### config.mk
export PLATFORM = sky130hd
export DESIGN_NAME = scm_port_arbiter
export DESIGN_NICKNAME = d
export VERILOG_FILES = /design/src/rtl/scm_port_arbiter_pkg.sv /design/src/rtl/scm_port_arbiter_rr.sv /design/src/rtl/scm_port_arbiter.sv
export SDC_FILE = /design/constraint.sdc
export NUM_CORES = 1
export LEC_CHECK = 0
export BUFFER_PORTS_ARGS = -buffer_cell sky130_fd_sc_hd__buf_4
export CAP_MARGIN = 15
export CORE_AREA = 10 10 325 327
export DETAILED_ROUTE_END_ITERATION = 12
export DIE_AREA = 0 0 335 337
export GPL_ROUTABILITY_DRIVEN = 0
export HOLD_SLACK_MARGIN = 0.1
export SETUP_SLACK_MARGIN = 0.1
export SLEW_MARGIN = 20
export SYNTH_ARGS = -nofsm -noshare
export SYNTH_HDL_FRONTEND = slang
export SYNTH_SLANG_ARGS = --single-unit
### constraint.sdc
create_clock -name clk -period 2.8 [get_ports clk]
set_clock_uncertainty 0.05 [all_clocks]
set_input_delay 0.28 -clock clk [delete_from_list [all_inputs] [get_ports clk]]
set_output_delay 0.28 -clock clk [all_outputs]
set_load 0.02 [all_outputs]
### src/rtl/scm_port_arbiter_pkg.sv
// Package for the scratch-memory port arbiter: requester ids, the scratch
// map constants and default geometry. The optional burst lock is enabled by
// defining SCM_ARB_LOCK_EN.
package scm_pkg;

  localparam int SCM_NREQ   = 3;
  localparam int SCM_AW     = 16;
  localparam int SCM_DW     = 128;
  localparam int SCM_RD_LAT = 2;

  localparam int REQ_HIST = 0;
  localparam int REQ_DIV  = 1;
  localparam int REQ_MAP  = 2;

  localparam logic [15:0] CDF_BASE = 16'd64;
  localparam logic [15:0] DIV_BASE = 16'd128;

  // Next requester index after idx, wrapping at n-1 back to 0.
  function automatic int rr_next(input int idx, input int n);
    if (idx + 1 >= n) begin
      return 0;
    end else begin
      return idx + 1;
    end
  endfunction

endpackage

### src/rtl/scm_port_arbiter_rr.sv
// Round-robin arbiter: searches from the pointer upward with wrap, grants
// at most one requester per cycle, and advances the pointer past the winner
// only when the top accepts the round-robin decision.
module rr_arbiter
  import scm_pkg::*;
#(
  parameter int NREQ = SCM_NREQ
) (
  input  logic            clk,
  input  logic            reset,
  input  logic [NREQ-1:0] i_req,
  input  logic            i_accept,
  output logic [NREQ-1:0] o_gnt
);

  localparam int PW = (NREQ > 1) ? $clog2(NREQ) : 1;

  logic [PW-1:0] r_ptr;
  logic [PW-1:0] w_next;
  logic          w_found;
  int            w_idx;

  // First asserted request at or above the pointer, wrapping past NREQ-1.
  always_comb begin
    o_gnt   = '0;
    w_next  = r_ptr;
    w_found = 1'b0;
    w_idx   = 0;
    for (int k = 0; k < NREQ; k++) begin
      w_idx = int'(r_ptr) + k;
      if (w_idx >= NREQ) begin
        w_idx = w_idx - NREQ;
      end else begin
        w_idx = w_idx;
      end
      if (!w_found && i_req[w_idx]) begin
        w_found      = 1'b1;
        o_gnt[w_idx] = 1'b1;
        w_next       = PW'(rr_next(w_idx, NREQ));
      end else begin
        w_found = w_found;
      end
    end
  end

  // Pointer moves past the winner on an accepted grant, otherwise holds.
  always_ff @(posedge clk) begin
    if (reset) begin
      r_ptr <= '0;
    end else if (i_accept && w_found) begin
      r_ptr <= w_next;
    end else begin
      r_ptr <= r_ptr;
    end
  end

endmodule

### src/rtl/scm_port_arbiter.sv
// Scratch-memory port arbiter. Grants one master per cycle round-robin,
// registers the SRAM command and returns read data to the owner with a
// fixed 1+RD_LAT cycle latency. Define SCM_ARB_LOCK_EN to add i_req_lock,
// which lets the current owner keep the port for a burst.
module scm_port_arbiter
  import scm_pkg::*;
#(
  parameter int NREQ   = SCM_NREQ,
  parameter int AW     = SCM_AW,
  parameter int DW     = SCM_DW,
  parameter int RD_LAT = SCM_RD_LAT
) (
  input  logic               clk,
  input  logic               reset,
  input  logic [NREQ-1:0]    i_req,
  input  logic [NREQ-1:0]    i_req_we,
  input  logic [NREQ*AW-1:0] i_req_addr,
  input  logic [NREQ*DW-1:0] i_req_wdata,
`ifdef SCM_ARB_LOCK_EN
  input  logic [NREQ-1:0]    i_req_lock,
`endif
  output logic [NREQ-1:0]    o_gnt,
  output logic [NREQ-1:0]    o_rvalid,
  output logic [DW-1:0]      o_rdata,
  output logic               o_mem_en,
  output logic               o_mem_we,
  output logic [AW-1:0]      o_mem_addr,
  output logic [DW-1:0]      o_mem_wdata,
  input  logic [DW-1:0]      i_mem_rdata,
  output logic               o_busy
);

  localparam int PW = (NREQ > 1) ? $clog2(NREQ) : 1;

  logic [NREQ-1:0] w_gnt_rr;
  logic [NREQ-1:0] w_gnt;
  logic            w_accept;
  logic            w_any;
  logic [PW-1:0]   w_win_idx;

  logic            r_mem_en;
  logic            r_mem_we;
  logic [AW-1:0]   r_mem_addr;
  logic [DW-1:0]   r_mem_wdata;

  logic [RD_LAT-1:0] r_pv;
  logic [PW-1:0]     r_pid [RD_LAT];
  logic [NREQ-1:0]   r_rvalid;

  rr_arbiter #(.NREQ(NREQ)) u_rr (
    .clk      (clk),
    .reset    (reset),
    .i_req    (i_req),
    .i_accept (w_accept),
    .o_gnt    (w_gnt_rr)
  );

`ifdef SCM_ARB_LOCK_EN
  logic          r_owner_vld;
  logic [PW-1:0] r_owner;
  logic          w_lock_hit;

  assign w_lock_hit = r_owner_vld & i_req[r_owner] & i_req_lock[r_owner];

  // A locked owner overrides round-robin and freezes the pointer.
  always_comb begin
    w_gnt    = w_gnt_rr;
    w_accept = 1'b1;
    if (w_lock_hit) begin
      w_gnt          = '0;
      w_gnt[r_owner] = 1'b1;
      w_accept       = 1'b0;
    end else begin
      w_gnt    = w_gnt_rr;
      w_accept = 1'b1;
    end
  end

  // Track the requester granted last cycle as the lock candidate.
  always_ff @(posedge clk) begin
    if (reset) begin
      r_owner_vld <= 1'b0;
      r_owner     <= '0;
    end else begin
      r_owner_vld <= w_any;
      r_owner     <= w_win_idx;
    end
  end
`else
  assign w_gnt    = w_gnt_rr;
  assign w_accept = 1'b1;
`endif

  assign w_any = |w_gnt;

  // Encode the one-hot winner as an index.
  always_comb begin
    w_win_idx = '0;
    for (int i = 0; i < NREQ; i++) begin
      if (w_gnt[i]) begin
        w_win_idx = PW'(i);
      end else begin
        w_win_idx = w_win_idx;
      end
    end
  end

  // Register the winner's command; address and data hold when idle.
  always_ff @(posedge clk) begin
    if (reset) begin
      r_mem_en    <= 1'b0;
      r_mem_we    <= 1'b0;
      r_mem_addr  <= '0;
      r_mem_wdata <= '0;
    end else if (w_any) begin
      r_mem_en    <= 1'b1;
      r_mem_we    <= i_req_we[w_win_idx];
      r_mem_addr  <= i_req_addr[w_win_idx*AW +: AW];
      r_mem_wdata <= i_req_wdata[w_win_idx*DW +: DW];
    end else begin
      r_mem_en    <= 1'b0;
      r_mem_we    <= 1'b0;
    end
  end

  // Return pipeline: read grants enter as {valid,id}, the last stage drives rvalid.
  always_ff @(posedge clk) begin
    if (reset) begin
      r_pv     <= '0;
      r_rvalid <= '0;
      for (int k = 0; k < RD_LAT; k++) begin
        r_pid[k] <= '0;
      end
    end else begin
      r_pv[0]  <= w_any & ~i_req_we[w_win_idx];
      r_pid[0] <= w_win_idx;
      for (int k = 1; k < RD_LAT; k++) begin
        r_pv[k]  <= r_pv[k-1];
        r_pid[k] <= r_pid[k-1];
      end
      r_rvalid <= '0;
      if (r_pv[RD_LAT-1]) begin
        r_rvalid[r_pid[RD_LAT-1]] <= 1'b1;
      end else begin
        r_rvalid <= '0;
      end
    end
  end

  assign o_gnt       = w_gnt;
  assign o_rvalid    = r_rvalid;
  assign o_rdata     = i_mem_rdata;
  assign o_mem_en    = r_mem_en;
  assign o_mem_we    = r_mem_we;
  assign o_mem_addr  = r_mem_addr;
  assign o_mem_wdata = r_mem_wdata;
  assign o_busy      = |r_pv;

endmodule

; Word-level counts from Yosys, hierarchy flattened
; Memories as Yosys holds them, arrays and structs flattened.
; Cells that the tools add are included.
; W data, S select, Z words.
[word_totals]
word_cells = 97
register_bits = 153
mem_count = 1
ram_bits = 4
inputBits = 568
[mem_list]
columns = name, words, word_bits, read_ports, rd_clocked_by_memory_dff, wr, line
row1 = r_pid, 2, 2, 2, 0, 2, scm_port_arbiter.sv:47  ; logic [PW-1:0] r_pid [RD_LAT];
[classes]
addsub = 8
n_reduce_logical = 14
bitwise = 8
order_cmp = 15
shifts = 2
mux = 42
[op_table]
columns = op, n
row1 = $shiftx A384 B10 Y128, 1
row2 = $ge A32 B3 Y1 const B, 5
row3 = $add A32 B2 Y32 const B, 3
row4 = $ge A32 B1 Y1 const B, 3
row5 = $lt A32 B4 Y1 const B, 3
row6 = $mux W32, 3
row7 = $sub A32 B3 Y32 const B, 2
row8 = $shiftx A48 B7 Y16, 1
row9 = $mux W1, 19
row10 = $mux W2, 9
row11 = $mux W3, 3
row12 = $bmux W1 S2, 4
row13 = $demux W1 S2, 4
row14 = $logic_and A1 B1 Y1, 6
row15 = $lt A2 B3 Y1 const B, 2
row16 = $or A3 B3 Y3, 2
row17 = $reduce_or A2 Y1, 3
row18 = $add A2 B1 Y3 const B, 1
row19 = $add A2 B2 Y3 const B, 1
row20 = $not A1 Y1, 3
row21 = $reduce_bool A3 Y1, 1
row22 = $reduce_or A3 Y1, 1
row23 = $sub A2 B2 Y3 const B, 1
row24 = $ge A2 B1 Y1 const B, 1
row25 = other kinds (5), 7

; Longest topological paths before layout
; Gate-level depths: netlist (run 1).
[depth]
word_depth = 18
ltp_mapped = 13

; Modules after synthesis
; A second synthesis (run 1) with hierarchy kept.
[hier_totals]
hier_cells = 867
hier_area_um2 = 8598.2
[modules_own_cells]
columns = module, cells_each, n_inst, area_each_um2, seq_area_each_um2
row1 = scm_port_arbiter, 815, 1, 8167.8, 3103.0
row2 = rr_arbiter, 52, 1, 430.4, 40.0

; Worst setup path before layout (run 1)
; Ideal clock, no wire load.
[synth_path]
path_type = register to register
start = register u_rr.r_ptr[1]
end = register r_mem_wdata[68] (netlist: o_mem_wdata[68])
setup_ns = 0.092
slack_ns = 0.215
arrival_ns = 2.443
required_time_ns = 2.658
period_less_slack_ns = 2.585
n_path_buf = 4
stages_incl_launch_ff = 14
cell_sequence = dfxtp_1 -> inv_1 -> ha_1 -> buf_4 -> mux2i_1 -> o21ai_2 -> a211o_1 -> and2_1 -> inv_2 -> or4_1 -> buf_2 -> buf_6 -> buf_4 -> o32ai_1
[synth_via]
elab_chain_len = 15
word_cells_on_any_way = 50
classes_between = 5 x add/sub / 9 x order compare / 1 x shift / 25 x mux / 2 x bitwise / 8 x reduce/logical
[synth_rtl]
columns = item, line
row1 = start: declaration, scm_port_arbiter_rr.sv:18  ; logic [PW-1:0] r_ptr;
row2 = start signal: assignment, scm_port_arbiter_rr.sv:51  ; r_ptr <= w_next;
row3 = start signal: assignment, scm_port_arbiter_rr.sv:53  ; r_ptr <= r_ptr;
row4 = "parallel branches: the longest is 11 deep, another holds $sub A32 B3 Y32", --
row5 = $mux W3 *, scm_port_arbiter_rr.sv:36  ; if (!w_found && i_req[w_idx]) begin
row6 = named net o_gnt[1], scm_port_arbiter.sv:22  ; output logic [NREQ-1:0] o_gnt,
row7 = $mux W1, scm_port_arbiter.sv:100  ; if (w_gnt[i]) begin
row8 = $mux W2, scm_port_arbiter.sv:100
row9 = $shiftx A384 B10 Y128, scm_port_arbiter.sv:119  ; r_mem_wdata <= i_req_wdata[w_win_idx*DW +: DW];
row10 = end signal: assignment, scm_port_arbiter.sv:119
row11 = end: declaration, scm_port_arbiter.sv:44  ; logic [DW-1:0] r_mem_wdata;
; Mark *: on every way through the listed nets, which the timed path passes. The select of a mux whose other input is x is not followed.
; A chain may end at the register's enable or synchronous reset.

; Final worst setup path (run 1)
[layout_path]
start = register u_rr.r_ptr[0]
end = register r_mem_wdata[106] (netlist: o_mem_wdata[106])
[layout_via]
elab_chain_len = 15
word_cells_on_any_way = 50
classes_between = 5 x add/sub / 9 x order compare / 1 x shift / 25 x mux / 2 x bitwise / 8 x reduce/logical
[layout_rtl]
columns = item, line
row1 = "parallel branches: the longest is 11 deep, another holds $sub A32 B3 Y32", --
row2 = $mux W3 *, scm_port_arbiter_rr.sv:36
row3 = $mux W1, scm_port_arbiter.sv:100
row4 = $mux W2, scm_port_arbiter.sv:100
row5 = $shiftx A384 B10 Y128, scm_port_arbiter.sv:119
; Every way passes the cells marked *. The select of a mux whose other input is x is not followed.

==> out/metrics.cfg, run 1 <==
[job]
max_cap_violations=0

[cts]
root_buffer=clkbuf_16
insertion_delay_ns=0.50
numCtsBuffers=17
cts_tree=yes
clkSlewWorstSetupHoldPaths_ns=0.08
clock_path_buffers=2
cts.sinks=157
htree_num_levels=4

[floorplanning]
core_sq_mm=0.09928
initial_core_util_pct=9.913
chipHeight_um=337
design.die.area_sq_mm=0.1129
std_cell_rows=116
io_pins=849
die_w_um=335

[setup_path]
cp_data_required_time_ns=3.12
crit_chain=buf_4 > ha_4 > nand2_2 > or3_1 > a211o_4 > and2_4 > buf_12 > a311oi_1 > o32ai_2
critPathCaptureType=flop
cp.arrival_ns=3.21
crit_slowest_cell=a311oi_1
r2r_slack_ns=-0.09
timing_worst_setup_path_type=reg -> reg
timing.rr.end=o_mem_wdata[106]
crit_path_max_incr_delay_ns=0.64
reg2regPathDepth=9
startpoint_type=flop
crit_path_max_fanout=74
reg2reg_from=u_rr.r_ptr[0]

[synth]
synth_simple_gate_area_share_pct=7.756
syn_avg_cell_area_sq_um=8.119
synth-compound-area-share_pct=37.86
synth_fa_ha_area_share_pct=0.5086
yosysWarnings=0
async_flop_share_pct=0
synthCells=1212
synthMuxAreaShare_pct=0.4069
synthDistinctLibCells=39
synth_fp_nets=1784
synth_seq_cells=157
synth_xor_xnor_area_share_pct=0
synth_top_family_by_area=compound AO/OA/AOI/OAI gates
ys.flop_type=dfxtp_1
synth_edf_count=0
seq_area_frac_synth_pct=31.94
syn_area_sq_mm=0.009841

[timing]
fin_setup_tns_ns=-2.571
fin_ws_ns=-0.09108
setup_viol=70
hold_viol=0
finalMaxSlewViolations=0
post-route-min-period_ns=2.891
relSlewSlack_pct=54.95
rsz0062_at_grt=true
worst_pin_slew_ns=0.6758
fmax_mhz=345.9
final.period_utilization_pct=103.3

[hold_path]
hold_start=i_req_wdata[103]
min_path_type=in -> reg
holdPathEnd=o_mem_wdata[103]
min_path_cells=3

[place]
port_buffers=592
placed_area_sq_mm=0.01544
pre_cts_slack_ns=-0.3861
hpwl_um=57560
dp.cells=2932

[global_route]
grt_pass1_vias=12874
grt_max_degree=88
grt_pass1_wl_um=97300
grt_use_total_pct=12.08
grt-ovfl-total=0
antenna_found_initial=16

[drt]
drt-pass1-iter-count=5
vias_per_cell=3.939
drc_errors=0
wl_per_cell_um=23.73
vias=12403
drt-initial-drc-count=640
drtAntennaViolNets=0
wl_um=74730

[pwr]
clkPwrFrac_pct=11.6
seqPwrFrac_pct=16.6
p_per_area_mw_per_mm2=1166
leakagePower_nw=7.647
p_sw_share_pct=47.82
p_int_mw=11.41
power.share.combinational_pct=71.8
power.switching_mw=10.46
irDropWorstVdd_uv=690.1

[cells_and_area]
synthToLayoutAreaGrowth_pct=90.67
nets=2409
drive_gt1_share_pct=45.41
final_common_cell=buf_4
stdcell_area_sq_mm=0.01876
multi_input_area_sq_mm=0.005285
final_cell_mix=buf_4, dlygate4sd3_1, dfxtp_1
seq_area_sq_mm=0.003146
num-fill-cells=11045
instances_no_fill=3149

[run_status]
run_status=finished, violations left
violations=setup timing

-- sequential cells by signal (all words and copies together), names as in the netlist --
name and cells:
o_mem_wdata 128, o_mem_addr 16, r_pid 4, o_rvalid 3, r_pv 2, u_rr.r_ptr 2
o_mem_en 1, o_mem_we 1
-- power groups by stage --
stage | sequential, mW | combinational, mW | clock (mW)
after CTS | 3.63 | 13.9 | 2.65
after detailed placement | 3.67 | 13.0 | 0
final | 3.64 | 15.7 | 2.53
after global placement | 3.65 | 12.9 | 0
after global routing | 3.73 | 16.7 | 2.71
after floorplan | 4.44 | 6.25 | 0
-- how the worst max path moves through the flow --
stage | from | end | slack (ns) | cells past startpoint
detailed placement | u_rr.r_ptr[0] | r_pv[0] | -0.39 | 9
global route | u_rr.r_ptr[0] | o_mem_wdata[21] | -0.15 | 12
finish | u_rr.r_ptr[0] | o_mem_wdata[106] | -0.09 | 9
floorplan | u_rr.r_ptr[1] | o_mem_wdata[68] | 0.21 | 13
CTS | u_rr.r_ptr[0] | o_gnt[0] | -0.03 | 9
global placement | u_rr.r_ptr[0] | r_pv[0] | -0.43 | 9
-- cell type report --
class	count	share of cell area, %
Antenna cell	1	0.01334
Timing Repair Buffer	868	40.23
Tap cell	1298	8.656
Clock inverter	12	0.7202
Multi-Input combinational cell	641	28.17
Inverter	152	3.067
Sequential cell	157	16.76
Clock buffer	20	2.381
-- stage by stage --
stage               hold WS, ns  util (%)  power [mW]
finish                   0.1566     18.90       21.87
global route             0.1160     18.90       23.13
CTS                      0.1002     17.97       20.18
detailed placement       0.3807     15.55       16.71
global placement         0.3687     15.55       16.58
floorplan                0.3628         -       10.68
-- critical path, delay by kind of cell, from the launching register on --
| kind | cells | cell delay [ns] |
|---|---|---|
| AO/OA/AOI/OAI | 3 | 1.15 |
| buffers and inverters | 2 | 0.29 |
| AND/OR/NAND/NOR | 3 | 0.57 |
| flip-flops | 1 | 0.36 |
| adder cells (fa/ha/maj) | 1 | 0.19 |
-- layer usage --
metal | vias up | wire [um] | global-route usage [%] | share of wire (%)
met1 | 5899 | 27060 | 12.43 | 36
met2 | 754 | 35090 | 19.75 | 47
met4 | 24 | 2977 | 5.212 | 4.0
li1 | 5587 | - | - | -
met5 | - | 152 | 0 | 0.20
met3 | 139 | 9443 | 7.135 | 13
-- repair_timing --
| action | CTS | global route |
|---|---|---|
| pin swaps | 9 | 8 |
| hold endpoints to repair | 148 | 0 |
| setup endpoints to repair | 148 | 149 |
| resized for setup | 30 | 106 |
| hold buffers | 157 | 0 |
| gates cloned | 1 | 9 |
| buffers inserted | 13 | 4 |
-- Yosys cell counts (all sizes together) (3+ instances only) --
| cell type | n | share of area [%] |
|---|---|---|
| a31oi | 3 | 0.25 |
| nor2b | 5 | 0.32 |
| a21boi | 144 | 11 |
| dfxtp | 157 | 32 |
| mux2i | 4 | 0.41 |
| inv | 152 | 5.8 |
| ha | 4 | 0.51 |
| nor3 | 3 | 0.15 |
| or3 | 3 | 0.19 |
| nor4bb | 3 | 0.31 |
| o32ai | 144 | 13 |
| a311oi | 144 | 13 |
| a21oi | 5 | 0.25 |
| buf | 159 | 12 |
| nor2 | 152 | 5.8 |
| clkbuf | 103 | 3.9 |
| nand2 | 8 | 0.31 |
-- kinds of logic after synthesis --
kind of cell | after synthesis
AND/OR/NAND/NOR | 184
multiplexers | 4
buffers and inverters | 414
flip-flops | 157
adder cells (fa/ha/maj) | 4
AO/OA/AOI/OAI | 449
Power figures use the tool's default switching activity.
==> run 2, diff against run 1 <==
--- a/config.mk
+++ b/config.mk
@@ -12,6 +12,7 @@
 export DIE_AREA = 0 0 335 337
 export GPL_ROUTABILITY_DRIVEN = 0
 export HOLD_SLACK_MARGIN = 0.1
+export PLACE_DENSITY = 0.41
 export SETUP_SLACK_MARGIN = 0.1
 export SLEW_MARGIN = 20
 export SYNTH_ARGS = -nofsm -noshare
==> run 2 against run 1 <==
The flow still finishes with violations (setup timing). Final cell count down 0.57%. Global-route usage down 0.16 points. Power down 0.61%. Routed wire length down 4.1%. Critical path depth up 3. Sequential share of layout area up 0.068 points. First-iteration DRC count down 42%. Sequential cell count unchanged. Utilization about the same. Combinational power about the same. Sequential power down 1%. Highest routed layer unchanged.
==> out/metrics.cfg, run 2 (synthesized netlist as in run 1, its figures left out) <==
[setup_path]
reg2reg_from=u_rr.r_ptr[1]
timing.rr.end=o_mem_wdata[102]
startpoint_type=flop
startpoint=u_rr.r_ptr[1]
r2r_slack_ns=-0.02  ; +0.07 ns
reg2regPathDepth=12  ; +3
cp.arrival_ns=3.17  ; -0.04 ns
cp_data_required_time_ns=3.15  ; +0.03 ns
crit_path_max_fanout=8  ; -89%
critPathCaptureType=flop
timing_worst_setup_path_type=reg -> reg

[timing]
setup_viol=4  ; -94%
relSlewSlack_pct=29.99  ; -25 points
fin_setup_tns_ns=-0.04330  ; +2.528 ns
rsz0062_at_grt=true
hold_viol=0  ; unchanged
fin_ws_ns=-0.01748  ; +0.07361 ns
worst_pin_slew_ns=1.050  ; +0.3744 ns
fmax_mhz=354.9  ; +2.6%
finalMaxSlewViolations=0  ; unchanged
final.period_utilization_pct=100.6  ; -2.6 points
post-route-min-period_ns=2.817  ; -0.07361 ns

[hold_path]
min_path_cells=3  ; unchanged
hold_start=i_req_wdata[14]
min_path_type=in -> reg
holdPathEnd=o_mem_wdata[14]

[cells_and_area]
synthToLayoutAreaGrowth_pct=90.20
final_common_cell=buf_4
final_cell_mix=buf_4, dlygate4sd3_1, dfxtp_1
largest_reg_flops=128  ; unchanged
drive_gt1_share_pct=44.61  ; -0.79 points
instances_no_fill=3131  ; -0.57%
nets=2388  ; -0.87%

[place]
dp.cells=2913  ; -0.65%
hpwl_um=54420  ; -5.5%
port_buffers=592  ; unchanged

[floorplanning]
core_sq_mm=0.09928  ; unchanged
chipHeight_um=337  ; unchanged
initial_core_util_pct=9.913  ; unchanged
std_cell_rows=116  ; unchanged
design.die.area_sq_mm=0.1129  ; unchanged
die_w_um=335  ; unchanged
io_pins=849  ; unchanged

[drt]
drtAntennaViolNets=0  ; unchanged
wl_um=71670  ; -4.1%
wl_per_cell_um=22.89  ; -3.5%
vias=12070  ; -2.7%
drt-pass1-iter-count=5  ; unchanged
drt-initial-drc-count=374  ; -42%
vias_per_cell=3.855  ; -2.1%
drc_errors=0  ; unchanged

[global_route]
grt_use_total_pct=11.92  ; -0.16 points
grt-ovfl-total=0  ; unchanged
antenna_found_initial=13  ; -3
grt_pass1_wl_um=96680  ; -0.63%
grt_pass1_vias=12940  ; +0.51%
grt_max_degree=158  ; +80%

[pwr]
p_per_area_mw_per_mm2=1161  ; -0.37%
irDropWorstVdd_uv=720.7  ; +4.4%
leakagePower_nw=7.571  ; -0.99%

[cts]
clock_path_buffers=2  ; unchanged
htree_num_levels=4  ; unchanged
cts.sinks=157  ; unchanged
root_buffer=clkbuf_16
insertion_delay_ns=0.50  ; about the same
numCtsBuffers=17  ; unchanged
clkSlewWorstSetupHoldPaths_ns=0.08  ; about the same
cts_tree=yes

[run_status]
violations=setup timing
run_status=finished, violations left

[job]
max_cap_violations=0  ; unchanged

run 2: cell types whose count changed in the layout (fill, tap and decap cells not counted), moves of 6 or more:
cell / previous run / this run
buf_6: 19 / 10
a311oi_1: 138 / 109
a311oi_2: 6 / 29
buf_4: 650 / 630
o32ai_2: 63 / 27
buf_8: 3 / 9
o32ai_1: 79 / 111
a311oi_4: 0 / 6
run 2: power by group:
part / total [mW] / internal, mW / leakage (nW) / switching [mW]
clock: 2.62 / 1.38 / 0.294 / 1.24
sequential: 3.59 / 3.12 / 1.30 / 0.468
combinational: 15.5 / 6.85 / 5.97 / 8.68
run 2: worst max-delay path: stages, from the launching register on:
cell       delay, ns
dfxtp_4         0.38
inv_4           0.07
ha_4            0.19
mux2i_1         0.24
mux2i_1         0.14
a21oi_2         0.20
a31oi_4         0.12
buf_12          0.15
buf_8           0.13
or4_4           0.52
buf_12          0.21
clkbuf_16       0.18
o32ai_1         0.12
run 2: cell type report:
type,count,area (sq um)
repair buffers,847,7410
multi-input cells,641,5336
fillers,11093,80560
inverters,152,580.6
clock buffers,19,452.9
flip-flops and latches,157,3151
well taps,1298,1624
diodes,4,10.01
clock inverters,13,152.6
run 2: timing repair:
action	CTS	global route
gates resized for setup	47	110
setup endpoints to repair	149	150
setup buffers	9	6
hold endpoints to repair	141	1
cloned	2	6
hold buffers	158	1
pin swaps	9	30
run 2: how the worst max path moves through the flow:
stage                  endpoint  cells after the start
5_1_grt                o_gnt[1]                      9
3_3_place_gp   o_mem_wdata[111]                      9
3_5_place_dp   o_mem_wdata[111]                      9
4_1_cts                o_gnt[0]                      9
6_report       o_mem_wdata[102]                     12
2_1_floorplan   o_mem_wdata[68]                     13
run 2: through the flow:
step	setup WS (ns)	power (mW)	cell area, sq um	utilization (%)	hold WS, ns
5_1_grt	-0.09553	23.12	18710	18.85	0.1174
2_1_floorplan	0.2148	10.68	9841	-	0.3628
4_1_cts	-0.06816	20.46	17830	17.96	0.1008
3_5_place_dp	-0.2449	16.64	15310	15.42	0.3828
6_report	-0.01748	21.74	18720	18.85	0.1449
3_3_place_gp	-0.2528	16.75	15310	15.42	0.3690
run 2: routing by layer:
metal  part of all wire, %  vias to the layer above  global-route usage (%)
li1                      -                     5555                       -
met1                    37                     5663                   12.35
met2                    47                      659                   19.42
met3                    11                      173                   6.073
met4                   5.4                       20                   6.594
met5                  0.22                        -                  0.3471
